`config.mk`:
```
export PLATFORM = sky130hd
export DESIGN_NAME = tdm_demux8
export DESIGN_NICKNAME = d
export VERILOG_FILES = /design/src/rtl/tdm_pkg.sv /design/src/rtl/tdm_slot_ctr.sv /design/src/rtl/tdm_demux8.sv
export SDC_FILE = /design/constraint.sdc
export NUM_CORES = 1
export LEC_CHECK = 0
export BUFFER_PORTS_ARGS = -buffer_cell sky130_fd_sc_hd__buf_4
export CELL_PAD_IN_SITES_DETAIL_PLACEMENT = 1
export CELL_PAD_IN_SITES_GLOBAL_PLACEMENT = 1
export CORE_ASPECT_RATIO = 0.5
export CORE_MARGIN = 10
export CORE_UTILIZATION = 42
export CTS_BUF_LIST = sky130_fd_sc_hd__clkbuf_4
export DETAILED_ROUTE_END_ITERATION = 10
export PLACE_DENSITY_LB_ADDON = 0.1
export SYNTH_ARGS = -nofsm -noshare
export SYNTH_HDL_FRONTEND = slang
export SYNTH_SLANG_ARGS = --single-unit
```
`constraint.sdc`:
```
create_clock -name clk -period 1.8 [get_ports clk]
set_input_delay 0 -clock clk [delete_from_list [all_inputs] [get_ports clk]]
set_output_delay 0 -clock clk [all_outputs]
set_load 0.005 [all_outputs]
```
`src/rtl/tdm_pkg.sv`:
```
// Shared definitions for both ends of the 8-channel TDM serial link.
// Holds FSM state encoding, default frame parameters and the slot-index width helper.
package tdm_pkg;

    typedef enum logic [1:0] {
        HUNT    = 2'd0,
        CONFIRM = 2'd1,
        LOCKED  = 2'd2
    } tdm_state_t;

    localparam int N_CH_DEF        = 8;
    localparam int LOCK_FRAMES_DEF = 2;
    localparam int MISS_MAX_DEF    = 2;

    // Width needed to count 0..n-1, never narrower than one bit.
    function automatic int sw_of(input int n);
        return (n > 1) ? $clog2(n) : 1;
    endfunction

endpackage

```
`src/rtl/tdm_slot_ctr.sv`:
```
// Slot position counter: advances per beat with wrap, loads slot 1 on a hunt-time sync, clears on lock loss.
// Zero latency on last_slot (decoded from the current count); no backpressure, steps whenever adv is high.
module tdm_slot_ctr
    import tdm_pkg::*;
#(
    parameter int  N_CH = N_CH_DEF,
    localparam int SW   = sw_of(N_CH)
) (
    input  logic          clk,
    input  logic          rst_n,
    input  logic          adv,
    input  logic          load,
    input  logic          clr,
    output logic [SW-1:0] slot,
    output logic          last_slot
);

    localparam logic [SW-1:0] LAST = SW'(N_CH - 1);

    assign last_slot = (slot == LAST);

    always_ff @(posedge clk or negedge rst_n) begin
        if (!rst_n) begin
            slot <= '0;
        end else if (clr) begin
            slot <= '0;
        end else if (load) begin
            // The sync beat itself occupied slot 0, so the next beat is slot 1.
            slot <= SW'(1);
        end else if (adv) begin
            slot <= last_slot ? '0 : slot + 1'b1;
        end
    end

endmodule

```
`src/rtl/tdm_demux8.sv`:
```
// TDM receiver: rebuilds N_CH-bit frames from one bit per beat and acquires/holds frame lock.
// Frame word and dout_valid appear one cycle after the last-slot beat; no backpressure, every din_valid beat is consumed.
module tdm_demux8
    import tdm_pkg::*;
#(
    parameter int  N_CH        = N_CH_DEF,
    parameter int  LOCK_FRAMES = LOCK_FRAMES_DEF,
    parameter int  MISS_MAX    = MISS_MAX_DEF,
    localparam int SW          = sw_of(N_CH)
) (
    input  logic            clk,
    input  logic            rst_n,
    input  logic            din,
    input  logic            din_valid,
    input  logic            fsync,
    output logic [N_CH-1:0] dout,
    output logic            dout_valid,
    output logic            locked,
    output logic            sync_err,
    output logic [SW-1:0]   slot
);

    localparam int GW = sw_of(LOCK_FRAMES + 1);
    localparam int MW = sw_of(MISS_MAX + 1);

    tdm_state_t      state;
    logic [N_CH-1:0] shadow;
    logic [N_CH-1:0] shadow_nxt;
    logic [GW-1:0]   good_cnt;
    logic [GW-1:0]   good_inc;
    logic [MW-1:0]   miss_cnt;
    logic [MW-1:0]   miss_inc;
    logic            frame_miss;
    logic            frame_bad;
    logic            last_slot;
    logic            miss;
    logic            hunt_sync;
    logic            drop_lock;
    logic [SW-1:0]   wr_idx;

    assign miss      = (slot == '0) ? ~fsync : fsync;
    assign hunt_sync = (state == HUNT) && din_valid && fsync;
    assign frame_bad = frame_miss | miss;
    assign good_inc  = good_cnt + 1'b1;
    assign miss_inc  = miss_cnt + 1'b1;
    assign drop_lock = (state == LOCKED) && din_valid && last_slot &&
                       frame_bad && (miss_inc == MW'(MISS_MAX));
    assign wr_idx    = hunt_sync ? '0 : slot;

    // Next shadow includes the current beat so a delivered frame carries its last bit.
    always_comb begin
        shadow_nxt = shadow;
        if (din_valid) begin
            shadow_nxt[wr_idx] = din;
        end
    end

    tdm_slot_ctr #(
        .N_CH (N_CH)
    ) u_slot_ctr (
        .clk       (clk),
        .rst_n     (rst_n),
        .adv       (din_valid),
        .load      (hunt_sync),
        .clr       (drop_lock),
        .slot      (slot),
        .last_slot (last_slot)
    );

    always_ff @(posedge clk or negedge rst_n) begin
        if (!rst_n) begin
            state      <= HUNT;
            shadow     <= '0;
            good_cnt   <= '0;
            miss_cnt   <= '0;
            frame_miss <= 1'b0;
            dout       <= '0;
            dout_valid <= 1'b0;
            locked     <= 1'b0;
            sync_err   <= 1'b0;
        end else begin
            dout_valid <= 1'b0;
            sync_err   <= 1'b0;
            if (din_valid) begin
                shadow <= shadow_nxt;
                case (state)
                    HUNT: begin
                        if (fsync) begin
                            state    <= CONFIRM;
                            good_cnt <= '0;
                        end
                    end
                    CONFIRM: begin
                        if (miss) begin
                            state <= HUNT;
                        end else if (last_slot) begin
                            if (good_inc == GW'(LOCK_FRAMES)) begin
                                state      <= LOCKED;
                                locked     <= 1'b1;
                                miss_cnt   <= '0;
                                frame_miss <= 1'b0;
                            end else begin
                                good_cnt <= good_inc;
                            end
                        end
                    end
                    LOCKED: begin
                        if (last_slot) begin
                            frame_miss <= 1'b0;
                            if (drop_lock) begin
                                state    <= HUNT;
                                locked   <= 1'b0;
                                sync_err <= 1'b1;
                                miss_cnt <= '0;
                            end else begin
                                // Flywheel: a frame with misses is still delivered until MISS_MAX.
                                miss_cnt   <= frame_bad ? miss_inc : '0;
                                dout       <= shadow_nxt;
                                dout_valid <= 1'b1;
                            end
                        end else if (miss) begin
                            frame_miss <= 1'b1;
                        end
                    end
                    default: begin
                        state  <= HUNT;
                        locked <= 1'b0;
                    end
                endcase
            end
        end
    end

endmodule

```
==> Flow_metrics.wiki, run 1 <==
{| class="wikitable"
! Metric !! Value
|-
| Arr. time, crit path || around 2000 ps
|-
| Synthesized instance count || 154
|-
| Number of setup violations in the final report || 0
|-
| Core region area || 3470 um2
|-
| Type of the setup path with the least slack || reg -> reg
|-
| Post-route standard cell area excluding fillers || ~2000 um2
|-
| Clock transition at path regs || 110 ps
|-
| Routed vias || 1239
|-
| Distinct cell type count after synthesis || 40
|-
| Combined area of the multi-input logic cells || about 780 um2
|-
| Syn Nets || 164
|-
| Data required time at the worst endpoint || 2020 ps
|-
| Post-Route Skew || about 8.9 ps
|-
| Site Rows || 15
|-
| Total gr overflow || 0
|-
| Vias in the first global route || 1339
|-
| Hold violation count in the final report || 0
|-
| Max-Slew Margin vs Limit || about three quarters
|-
| I/O pins || 19
|-
| Post-DP Area || about 1800 um2
|-
| Total routed wirelength || 3850 um
|-
| Total half-perimeter wirelength after legalization and detailed placement || between 2000 and 3000 um
|-
| Die ar. || ~6600 um2
|-
| Startpoint types || flip-flop
|-
| Layout cells sized above 1 || approximately a third
|-
| End of the worst register-to-register path || dout[5]
|-
| Syn avg cell area || between 9 and 10 um2
|-
| Class of the tightest hold or removal check || in -> reg
|-
| Remaining antenna violation count after routing || 0
|-
| Vert. Die Dim || between 60 and 70 um
|-
| EDFF count, synth || 0
|-
| Post-synthesis instance area || 1540 um2
|-
| Most used flip-flop cell after synthesis || dfrtp_1
|-
| Critical Path End || dout[5]
|-
| Synth-to-layout area growth || 27.0%
|-
| Antenna Cells || 0
|-
| Starting density of the core || 44.3%
|-
| Routed vias/inst || between 5 and 6
|-
| Worst Max-Slew Pin Slew || approximately 390 ps
|-
| Reported leakage power || approximately 0.93 nW
|-
| Max-cap violations || 0
|-
| Antenna violations before repair || 0
|-
| Fmax || ~560 MHz
|-
| H-tree lvl count || 2
|-
| Total of warnings raised by yosys || 0
|-
| IR Drop Worst-Case VDD || about 480 uV
|-
| Net count of the finished layout || just under 200
|-
| Fillers || between 400 and 500
|-
| Maximum number of pins on one net before global-route repair || 30
|-
| Global-route usage over all layers || 11.9%
|-
| Number of buffers inserted by port buffering || 18
|-
| Maximum clock path buffer count || 2
|-
| Drt initial violations || 43
|-
| Share of synthesized area occupied by flip-flops and latches || 47.2%
|-
| Number of detailed-routing iterations run before antenna repair || 4
|-
| Die extent in x || roughly 110 um
|-
| Async S/R FF share, synth || 100%
|-
| Final weighted congestion in routability-driven placement || 0.818
|-
| Clk Tree Root Cell || clkbuf_4
|-
| Aggregate negative setup slack || 0 ps
|-
| Minimum setup slack among reg-to-reg paths || 20 ps
|-
| Minimum period implied by the final worst setup slack || approximately 1800 ps
|-
| Worst Setup End Kind || flip-flop
|-
| Hold Worst Slack || ~27 ps
|-
| CP startpoint || u_slot_ctr.slot[0]
|-
| Average routed wire per standard cell || 16.0 um
|-
| Clk sink count || 29
|-
| Post-detailed-route DRC marker count || 0
|-
| Global-route wire length before repair || ~6500 um
|-
| Crit share post-route || between 90% and 100%
|-
| Sequential cell area || between 700 and 800 um2
|-
| TritonCTS clock tree || done
|-
| Synth Register Bits || 29
|-
| Path depth of the worst reg2reg path || 8
|-
| Total clock buffers created by CTS || 5
|-
| Final slew viol count || 0
|-
| Status || completed
|-
| Insertion delay to the later sink of the worst-skew pair || roughly 330 ps
|-
| Top fanout value on the critical path || 17
|-
| Reg-to-reg startpoint || u_slot_ctr.slot[0]
|-
| RSZ-0062 raised after global routing || true
|-
| Pwr/cell area || 1200 nW/um2
|}
cell usage after synthesis (2+ instances only):
library cell | number | area share [%]
a21o_1 | 2 | 0.98
buf_2 | 3 | 0.98
inv_1 | 6 | 1.5
o31ai_1 | 3 | 1.5
o21ai_0 | 5 | 1.6
nand2_1 | 12 | 2.9
ha_1 | 5 | 4.1
mux2i_1 | 10 | 6.5
clkbuf_1 | 4 | 0.98
nand3_1 | 5 | 1.6
dfrtp_1 | 29 | 47
nor2_1 | 23 | 5.6
nand2b_1 | 4 | 1.6
nor3_1 | 2 | 0.65
mux2_2 | 5 | 3.7
a21oi_1 | 12 | 3.9
routing by layer:
metal  vias up  global-route usage, %  share of wire (%)
met4         0                   3.02               0.81
li1        603                      -                  -
met2        19                   20.7                 51
met3         4                   4.12                3.1
met5         -                      0                  0
met1       613                   13.8                 45
report_power, final:
part	total, W	internal (W)	switching (W)
clock	0.000533	0.000288	0.000246
combinational	0.000923	0.000449	0.000474
sequential	0.000882	0.000792	0.0000904
sequential cells by signal (all words and copies together), names as in the netlist:
| name | flops |
|---|---|
| locked | 1 |
| dout_valid | 1 |
| shadow | 8 |
| frame_miss | 1 |
| miss_cnt | 2 |
| good_cnt | 2 |
| u_slot_ctr.slot | 3 |
| sync_err | 1 |
| dout | 8 |
| state | 2 |
worst min-delay path by stage:
stage                     startpoint    endpoint  slack (ps)  depth (start not counted)
after global routing             din   shadow[7]          20                          2
after floorplan                rst_n     dout[0]        -300                          0
after CTS                        din   shadow[6]          10                          2
after global placement         rst_n  dout_valid         -50                          1
after detailed placement       rst_n  dout_valid         -50                          1
final                            din   shadow[3]          30                          2
worst max-delay path, stage by stage, from the launching register on:
cell and delay [ps]:
dfrtp_1 430, inv_2 110, ha_4 140, nand2b_4 70, or3b_4 390, a31oi_4 200
buf_12 170, buf_4 120, a21oi_2 40
per-stage QoR:
step	total power [W]	setup slack, ps	utilization [%]	std cells
after floorplan	0.00148	0.414	-	154
after global placement	0.00174	74.1	52.5	228
after detailed placement	0.00178	-30.1	52.5	228
after CTS	0.00236	2.47	55.6	239
after global routing	0.00252	-83.7	56.3	240
final	0.00234	19.8	56.3	240
placed cells by master, fill, tap and decap left out, drive strengths merged, types with 2 or more instances in the layout:
cell    netlist  routed
mux2          5       5
nand3         5       5
o31ai         3       3
nand2        12      12
o21ai         5       5
mux2i        10      10
ha            5       5
a21oi        13      13
nand2b        5       5
clkbuf        4       5
nor4          2       2
inv           6       6
nor3          2       2
dfrtp        29      29
a21o          2       2
nor2         24      24
a31oi         2       2
buf           5      35
cell type report:
type | instances | share of cell area [%]
multi-input combinational | 110 | 39.8
sequential | 29 | 37.1
timing repair buffer | 36 | 14.6
tap | 51 | 3.27
clock inverter | 3 | 2.11
clock buffer | 5 | 1.92
inverter | 6 | 1.15
cell families (layout without fill, tap and decap cells):
logic type	after synthesis	after routing	share of synthesized area [%]
DFF	29	29	47.2
xor gates and xnor gates	1	1	0.569
buffers and inverters	15	50	4.39
AOI/OAI and AO/OA	32	32	13.9
adders and majority gates	5	5	4.07
and+or+nand+nor	57	57	19.8
muxes	15	15	10.2
repair_timing:
action | in CTS | in global routing
endpoints found under the hold margin | 29 | 0
gates resized for setup | 3 | 4
endpoints found under the setup margin | 10 | 14
pin swaps | 0 | 0
hold buffers | 1 | 0
buffers inserted | 2 | 1
Note: power is estimated with default switching activity, not from simulation.
==> inputs of run 2 (changes only) <==
--- a/config.mk
+++ b/config.mk
@@ -16,4 +16,5 @@
 export PLACE_DENSITY_LB_ADDON = 0.1
 export SYNTH_ARGS = -nofsm -noshare
 export SYNTH_HDL_FRONTEND = slang
+export SYNTH_HIERARCHICAL = 1
 export SYNTH_SLANG_ARGS = --single-unit
==> run 2 against run 1 <==
Net effect:
- clock power shrank 25%
- power grew 18%
- flip-flop and latch count is the same
==> Flow_metrics.wiki, run 2 <==
{| class="wikitable"
! Metric !! Value
|-
| Switching share of power || 35.7% (was 34.6%)
|-
| Max-Slew Margin vs Limit || 76.1% (was 74.0%)
|-
| Type of the setup path with the least slack || reg -> reg (unchanged)
|-
| Die ar. || 6660 um2 (was 6630 um2)
|-
| Minimum setup slack among reg-to-reg paths || 1 ps (was 20 ps)
|-
| Layout cells sized above 1 || 42.7% (was 32.3%)
|-
| Clk sink count || 29 (unchanged)
|-
| Cell taking the most area after synthesis || dfrtp_1 (unchanged)
|-
| Syn Nets || 152 (was 164)
|-
| Clock Power Share || 14.5% (was 22.8%)
|-
| Top fanout value on the critical path || 5 (was 17)
|-
| Synthesized instance count || 143 (was 154)
|-
| Clock transition at path regs || 110 ps (about the same)
|-
| RSZ-0062 raised after global routing || true (unchanged)
|-
| Drt initial violations || 29 (was 43)
|-
| Maximum number of pins on one net before global-route repair || 30 (unchanged)
|-
| Leading cell type in the layout, fill and taps excluded || buf_4 (unchanged)
|-
| Final weighted congestion in routability-driven placement || 0.826 (was 0.818)
|-
| IR Drop Worst-Case VDD || 664 uV (was 481 uV)
|-
| Total clock buffers created by CTS || 5 (unchanged)
|-
| Crit share post-route || 99.9% (was 98.9%)
|-
| Synth Register Bits || 29 (unchanged)
|-
| Top cells by area in the synthesized netlist || dfrtp_1 47%, mux2_2 17%, ha_1 3.2% (was dfrtp_1 47%, mux2i_1 6.5%, nor2_1 5.6%)
|-
| Number of detailed-routing iterations run before antenna repair || 4 (unchanged)
|-
| Fillers || 407 (was 401)
|-
| Register share of total power || 38.1% (was 37.7%)
|-
| Total routed wirelength || 3590 um (was 3850 um)
|-
| Minimum period implied by the final worst setup slack || 1800 ps (was 1780 ps)
|-
| Most frequent cells in the layout || 32 x buf_4, 28 x dfrtp_1, 24 x mux2_2 (was 34 x buf_4, 29 x dfrtp_1, 23 x nor2_1)
|-
| Largest regs || dout (8), shadow (8), u_slot_ctr/slot (3) (was dout (8), shadow (8), u_slot_ctr.slot (3))
|-
| Pwr/cell area || 1420 nW/um2 (was 1200 nW/um2)
|-
| Startpoint types || flip-flop (unchanged)
|-
| Vert. Die Dim || 62.9 um (was 62.8 um)
|-
| Post-detailed-route DRC marker count || 0 (unchanged)
|-
| Antenna violations before repair || 0 (unchanged)
|-
| Global-route usage over all layers || 11.3% (was 11.9%)
|-
| Clk Tree Root Cell || clkbuf_4 (unchanged)
|-
| Reported leakage power || 0.880 nW (was 0.931 nW)
|-
| Core region area || 3490 um2 (was 3470 um2)
|-
| Worst Max-Slew Pin Slew || 356 ps (was 387 ps)
|-
| Async S/R FF share, synth || 100% (unchanged)
|-
| Fmax || 556 MHz (was 562 MHz)
|-
| Maximum clock path buffer count || 2 (unchanged)
|-
| Most common cell in the synthesized netlist || dfrtp_1 (unchanged)
|-
| Syn avg cell area || 10.8 um2 (was 9.99 um2)
|-
| Area share of the largest cell type after synthesis || 46.9% (was 47.2%)
|-
| Max-cap violations || 0 (unchanged)
|-
| Data required time at the worst endpoint || 2030 ps (was 2020 ps)
|-
| Aggregate negative setup slack || 0 ps (unchanged)
|-
| Vias in the first global route || 1362 (was 1339)
|-
| Design Power || 0.00276 W (was 0.00234 W)
|-
| Worst Setup End Kind || flip-flop (unchanged)
|-
| Die extent in x || 106 um (about the same)
|-
| Total half-perimeter wirelength after legalization and detailed placement || 2610 um (was 2870 um)
|-
| Share of synthesized area occupied by flip-flops and latches || 46.9% (was 47.2%)
|-
| Routed vias || 1211 (was 1239)
|-
| H-tree lvl count || 2 (unchanged)
|-
| Leading cell types by count after synthesis || 29 x dfrtp_1, 24 x mux2_2, 13 x nor2_1 (was 29 x dfrtp_1, 23 x nor2_1, 12 x a21oi_1, 12 x nand2_1, 10 x mux2i_1)
|-
| Distinct cell type count after synthesis || 33 (was 40)
|-
| Post-Route Skew || 8.77 ps (was 8.90 ps)
|-
| Insertion delay to the later sink of the worst-skew pair || 330 ps (about the same)
|-
| Arr. time, crit path || 2030 ps (was 2000 ps)
|-
| Number of setup violations in the final report || 0 (unchanged)
|-
| P_int || 0.00178 W (was 0.00153 W)
|-
| Class of the tightest hold or removal check || in -> reg (unchanged)
|-
| EDFF count, synth || 0 (unchanged)
|-
| Antenna Cells || 0 (unchanged)
|-
| Starting density of the core || 44.3% (about the same)
|-
| Hold violation count in the final report || 0 (unchanged)
|-
| Number of buffers inserted by port buffering || 18 (unchanged)
|-
| Synth-to-layout area growth || 25.3% (was 27.0%)
|-
| Final slew viol count || 0 (unchanged)
|-
| Routed vias/inst || 5.29 (was 5.16)
|-
| Global-route wire length before repair || 6250 um (was 6540 um)
|-
| TritonCTS clock tree || done (unchanged)
|-
| Post-synthesis instance area || 1550 um2 (was 1540 um2)
|-
| Remaining antenna violation count after routing || 0 (unchanged)
|-
| Total of warnings raised by yosys || 6 (was 0)
|-
| Total gr overflow || 0 (unchanged)
|-
| Share of power burned in combinational logic || 47.3% (was 39.5%)
|-
| I/O pins || 19 (unchanged)
|-
| Average routed wire per standard cell || 15.7 um (was 16.0 um)
|-
| Status || completed (unchanged)
|-
| Final standard cell utilization of the core || 55.6% (was 56.3%)
|-
| Site Rows || 15 (unchanged)
|-
| Number of buffers inserted by post-CTS setup repair || 0 (was 2)
|-
| Net count of the finished layout || 186 (was 198)
|-
| Switching power || 0.000986 W (was 0.000810 W)
|-
| Most used flip-flop cell after synthesis || dfrtp_1 (unchanged)
|}
run 2: cell types whose count changed after synthesis, sizes merged, moves of 2 or more:
cell | before | now
mux2 | 5 | 24
inv | 6 | 8
nand2b | 5 | 7
nor2 | 24 | 13
nor3 | 2 | 9
a21oi | 13 | 0
nand3 | 5 | 3
mux2i | 10 | 4
nand2 | 12 | 7
o221ai | 0 | 3
run 2: through the flow:
stage | cells | instance area, um2 | hold WS, ps | setup slack [ps]
after floorplan | 143 | 1560 | -296 | -87.0
after global routing | 229 | 1940 | 28.8 | -52.9
after CTS | 229 | 1910 | 14.0 | 5.89
final | 229 | 1940 | 36.4 | 1.34
after global placement | 220 | 1840 | -52.6 | 25.5
after detailed placement | 220 | 1840 | -53.3 | 6.54
run 2: logic make-up after synthesis:
kind of cell / Yosys count / synth area share, %
flops: 29 / 46.9
buf+inv: 15 / 4.37
mux: 28 / 20.0
simple gates: 49 / 17.0
fa+ha+maj: 4 / 3.23
compound gates: 18 / 8.49
run 2: path summary, 6_finish.rpt:
kind | startpoint | end | depth (start not counted)
max | u_slot_ctr/slot[0] | miss_cnt[0] | 4
min | din | shadow[6] | 2
max reg2reg | u_slot_ctr/slot[0] | miss_cnt[0] | 4
min reg2reg | good_cnt[0] | good_cnt[0] | 1
max in group asynchronous | rst_n | u_slot_ctr/slot[0] | 2
min in group asynchronous | rst_n | miss_cnt[0] | 2
run 2: what timing repair did:
action	CTS	global route
pin swaps	0	1
resized for setup	2	6
gates cloned	0	0
hold buffers	1	0
hold endpoints to repair	29	0
endpoints found under the setup margin	10	10
run 2: per-layer routing:
metal / global-route usage [%] / wire length, um / vias up
met5: 0 / 0 / -
met4: 4.53 / 61 / 0
met3: 4.84 / 192 / 7
met2: 18.9 / 1650 / 22
met1: 12.5 / 1690 / 600
li1: - / - / 582
run 2: critical path, cell delays in order (launching register included):
cell and delay (ps):
dfrtp_2 450, o31a_1 350, or2_4 270, or4_4 490, a21boi_1 140
run 2: area by class of cell:
type	count	area, um2	area share, %
well taps	51	63.8	3.29
clock buffers	5	37.5	1.94
flip-flops and latches	29	727	37.5
inverters	8	30.0	1.55
multi-input cells	99	793	40.9
clock inverters	3	17.5	0.903
repair buffers	34	270	13.9
run 2: power by group through the flow:
| stage | clock network (W) | registers, W | logic (W) |
|---|---|---|---|
| 2_1_floorplan | 0 | 0.00107 | 0.000752 |
| 3_5_place_dp | 0 | 0.00107 | 0.00127 |
| 5_1_grt | 0.000451 | 0.00109 | 0.00146 |
| 4_1_cts | 0.000425 | 0.00105 | 0.00129 |
| 3_3_place_gp | 0 | 0.00105 | 0.00123 |
| 6_report | 0.000402 | 0.00105 | 0.00131 |
==> inputs of run 3 (changes only) <==
--- a/config.mk
+++ b/config.mk
@@ -12,8 +12,10 @@
 export CORE_MARGIN = 10
 export CORE_UTILIZATION = 42
 export CTS_BUF_LIST = sky130_fd_sc_hd__clkbuf_4
+export CTS_CLUSTER_DIAMETER = 40
 export DETAILED_ROUTE_END_ITERATION = 10
 export PLACE_DENSITY_LB_ADDON = 0.1
+export SETUP_SLACK_MARGIN = 0.15
 export SYNTH_ARGS = -nofsm -noshare
 export SYNTH_HDL_FRONTEND = slang
 export SYNTH_HIERARCHICAL = 1
==> run 3 against run 2 <==
Net effect:
- the run now ends with setup timing left
- sequential share of layout area decreased by 2.5 points
- critical endpoint unchanged
- largest power group unchanged
- flip-flop and latch count is the same
- non-clock buffer count is 5 higher
- critical path type unchanged
==> Flow_metrics.wiki, run 3 (synthesized netlist as in run 2, its figures left out) <==
{| class="wikitable"
! Metric !! Value
|-
| Clk Tree Root Cell || clkbuf_4 (unchanged)
|-
| Number of setup violations in the final report || 6 (was 0)
|-
| Post-Route Skew || 7.74 ps (was 8.77 ps)
|-
| Total clock buffers created by CTS || 5 (unchanged)
|-
| Net count of the finished layout || 191 (was 186)
|-
| Number of detailed-routing iterations run before antenna repair || 4 (unchanged)
|-
| Data required time at the worst endpoint || 2020 ps (was 2030 ps)
|-
| Insertion delay to the later sink of the worst-skew pair || 320 ps (was 330 ps)
|-
| I/O pins || 19 (unchanged)
|-
| Worst slack after detailed placement || -28.8 ps (was 6.54 ps)
|-
| Maximum number of pins on one net before global-route repair || 30 (unchanged)
|-
| Synth-to-layout area growth || 34.4% (was 25.3%)
|-
| Slowest cell on the critical path || or4_4 (unchanged)
|-
| Max-cap violations || 0 (unchanged)
|-
| Startpoint types || flip-flop (unchanged)
|-
| Drt initial violations || 32 (was 29)
|-
| Aggregate negative setup slack || -81.3 ps (was 0 ps)
|-
| RSZ-0062 raised after global routing || true (unchanged)
|-
| Routed vias || 1222 (was 1211)
|-
| Arr. time, crit path || 2060 ps (was 2030 ps)
|-
| Clock transition at path regs || 110 ps (about the same)
|-
| Clk sink count || 29 (unchanged)
|-
| Die ar. || 6660 um2 (unchanged)
|-
| Starting density of the core || 44.3% (unchanged)
|-
| Site Rows || 15 (unchanged)
|-
| Pwr/cell area || 1440 nW/um2 (was 1420 nW/um2)
|-
| Hold violation count in the final report || 0 (unchanged)
|-
| Vias in the first global route || 1362 (unchanged)
|-
| Antenna violations before repair || 0 (unchanged)
|-
| Final slew viol count || 0 (unchanged)
|-
| Class of the tightest hold or removal check || in -> reg (unchanged)
|-
| Final standard cell utilization of the core || 59.6% (was 55.6%)
|-
| Max-Slew Margin vs Limit || 74.4% (was 76.1%)
|-
| Largest regs || dout (8), shadow (8), u_slot_ctr/slot (3) (unchanged)
|-
| Antenna Cells || 0 (unchanged)
|-
| Maximum clock path buffer count || 2 (unchanged)
|-
| Routed vias/inst || 5.22 (was 5.29)
|-
| H-tree lvl count || 2 (unchanged)
|-
| Top delay family on crit path || simple AND/OR/NAND/NOR gates (unchanged)
|-
| Remaining antenna violation count after routing || 0 (unchanged)
|-
| Number of buffers inserted by port buffering || 18 (unchanged)
|-
| Worst Setup End Kind || flip-flop (unchanged)
|-
| Crit share post-route || 102% (was 99.9%)
|-
| Die extent in x || 106 um (unchanged)
|-
| Path depth of the worst reg2reg path || 4 (unchanged)
|-
| Hold path cells || 2 (unchanged)
|-
| Most frequent cells in the layout || 34 x buf_4, 28 x dfrtp_1, 24 x mux2_2 (was 32 x buf_4, 28 x dfrtp_1, 24 x mux2_2)
|-
| Worst Max-Slew Pin Slew || 381 ps (was 356 ps)
|-
| Fmax || 543 MHz (was 556 MHz)
|-
| Post-detailed-route DRC marker count || 0 (unchanged)
|-
| Number of cells on the critical path || 4 (unchanged)
|-
| Vert. Die Dim || 62.9 um (unchanged)
|-
| Critical Path, Cell by Cell || o31a_1, or2_4, or4_4, a21boi_1 (unchanged)
|-
| Core region area || 3490 um2 (unchanged)
|-
| Top fanout value on the critical path || 5 (unchanged)
|-
| Setup ws final || -42.9 ps (was 1.34 ps)
|-
| Total routed wirelength || 4100 um (was 3590 um)
|-
| Type of the setup path with the least slack || reg -> reg (unchanged)
|-
| Violated checks || setup timing
|-
| Layout cells sized above 1 || 47.5% (was 42.7%)
|-
| Hold Worst Slack || 34.2 ps (was 36.4 ps)
|-
| TritonCTS clock tree || done (unchanged)
|-
| Global-route usage over all layers || 11.9% (was 11.3%)
|-
| Worst Path Buf+Inv || 0 (unchanged)
|-
| Final weighted congestion in routability-driven placement || 0.826 (about the same)
|-
| Average routed wire per standard cell || 17.5 um (was 15.7 um)
|-
| Leading cell type in the layout, fill and taps excluded || buf_4 (unchanged)
|-
| Total half-perimeter wirelength after legalization and detailed placement || 2760 um (was 2610 um)
|-
| IR Drop Worst-Case VDD || 702 uV (was 664 uV)
|-
| Status || finished, violations left (was completed)
|-
| Total gr overflow || 0 (unchanged)
|-
| Crit path largest cell delay || 490 ps (about the same)
|-
| Global-route wire length before repair || 6530 um (was 6250 um)
|-
| Minimum period implied by the final worst setup slack || 1840 ps (was 1800 ps)
|-
| Reported leakage power || 0.940 nW (was 0.880 nW)
|}
run 3: cell count changes in the layout (fill, tap and decap cells not counted), sizes merged:
cell | before | now
buf | 33 | 37
clkbuf | 5 | 6
run 3: path summary, 6_finish.rpt:
check | startpoint | end | slack [ps]
max in group asynchronous | rst_n | u_slot_ctr/slot[0] | 1380
worst min-delay path | din | shadow[6] | 30
worst min register to register | good_cnt[0] | good_cnt[0] | 500
min in group asynchronous | rst_n | miss_cnt[1] | 130
worst max-delay path | u_slot_ctr/slot[1] | miss_cnt[0] | -40
worst max register to register | u_slot_ctr/slot[1] | miss_cnt[0] | -40
run 3: through the flow:
step           cell area [um2]  instances  total power [W]
2_1_floorplan             1560        143          0.00182
3_3_place_gp              1840        220          0.00228
3_5_place_dp              1840        220          0.00235
4_1_cts                   1930        230          0.00281
5_1_grt                   2080        234          0.00324
6_report                  2080        234          0.00300
run 3: final cells by class:
type / count / area (um2)
fill: 387 / 1410
inverter: 8 / 30.0
timing repair buffer: 39 / 333
clock inverter: 3 / 17.5
sequential: 29 / 727
clock buffer: 5 / 37.5
tap: 51 / 63.8
multi-input combinational: 99 / 872
run 3: timing repair:
item | in CTS | in global routing
endpoints found under the hold margin | 29 | 0
hold buffers | 1 | 0
setup endpoints to repair | 19 | 24
gates cloned | 0 | 1
pin swaps | 2 | 3
resized for setup | 5 | 17
buffers inserted | 1 | 3
run 3: worst register-to-register path: cells and delay by family, from the launching register on:
family | cells | cell delay (ps)
and+or+nand+nor | 2 | 770
AOI/OAI and AO/OA | 2 | 530
DFF | 1 | 430
run 3: power breakdown:
part           leakage [nW]  switching (W)  internal [W]
Sequential            0.362       0.000173      0.000900
Clock                0.0310       0.000253      0.000147
Combinational         0.547       0.000684      0.000838
Total                 0.940        0.00111       0.00189
run 3: per-layer routing:
metal  up-vias  part of all wire (%)  track usage, %
met1       610                    43            13.4
li1        593                     -               -
met2        17                    53            21.2
met4         0                  0.39            2.52
met3         2                   2.9            3.91
met5         -                     0               0
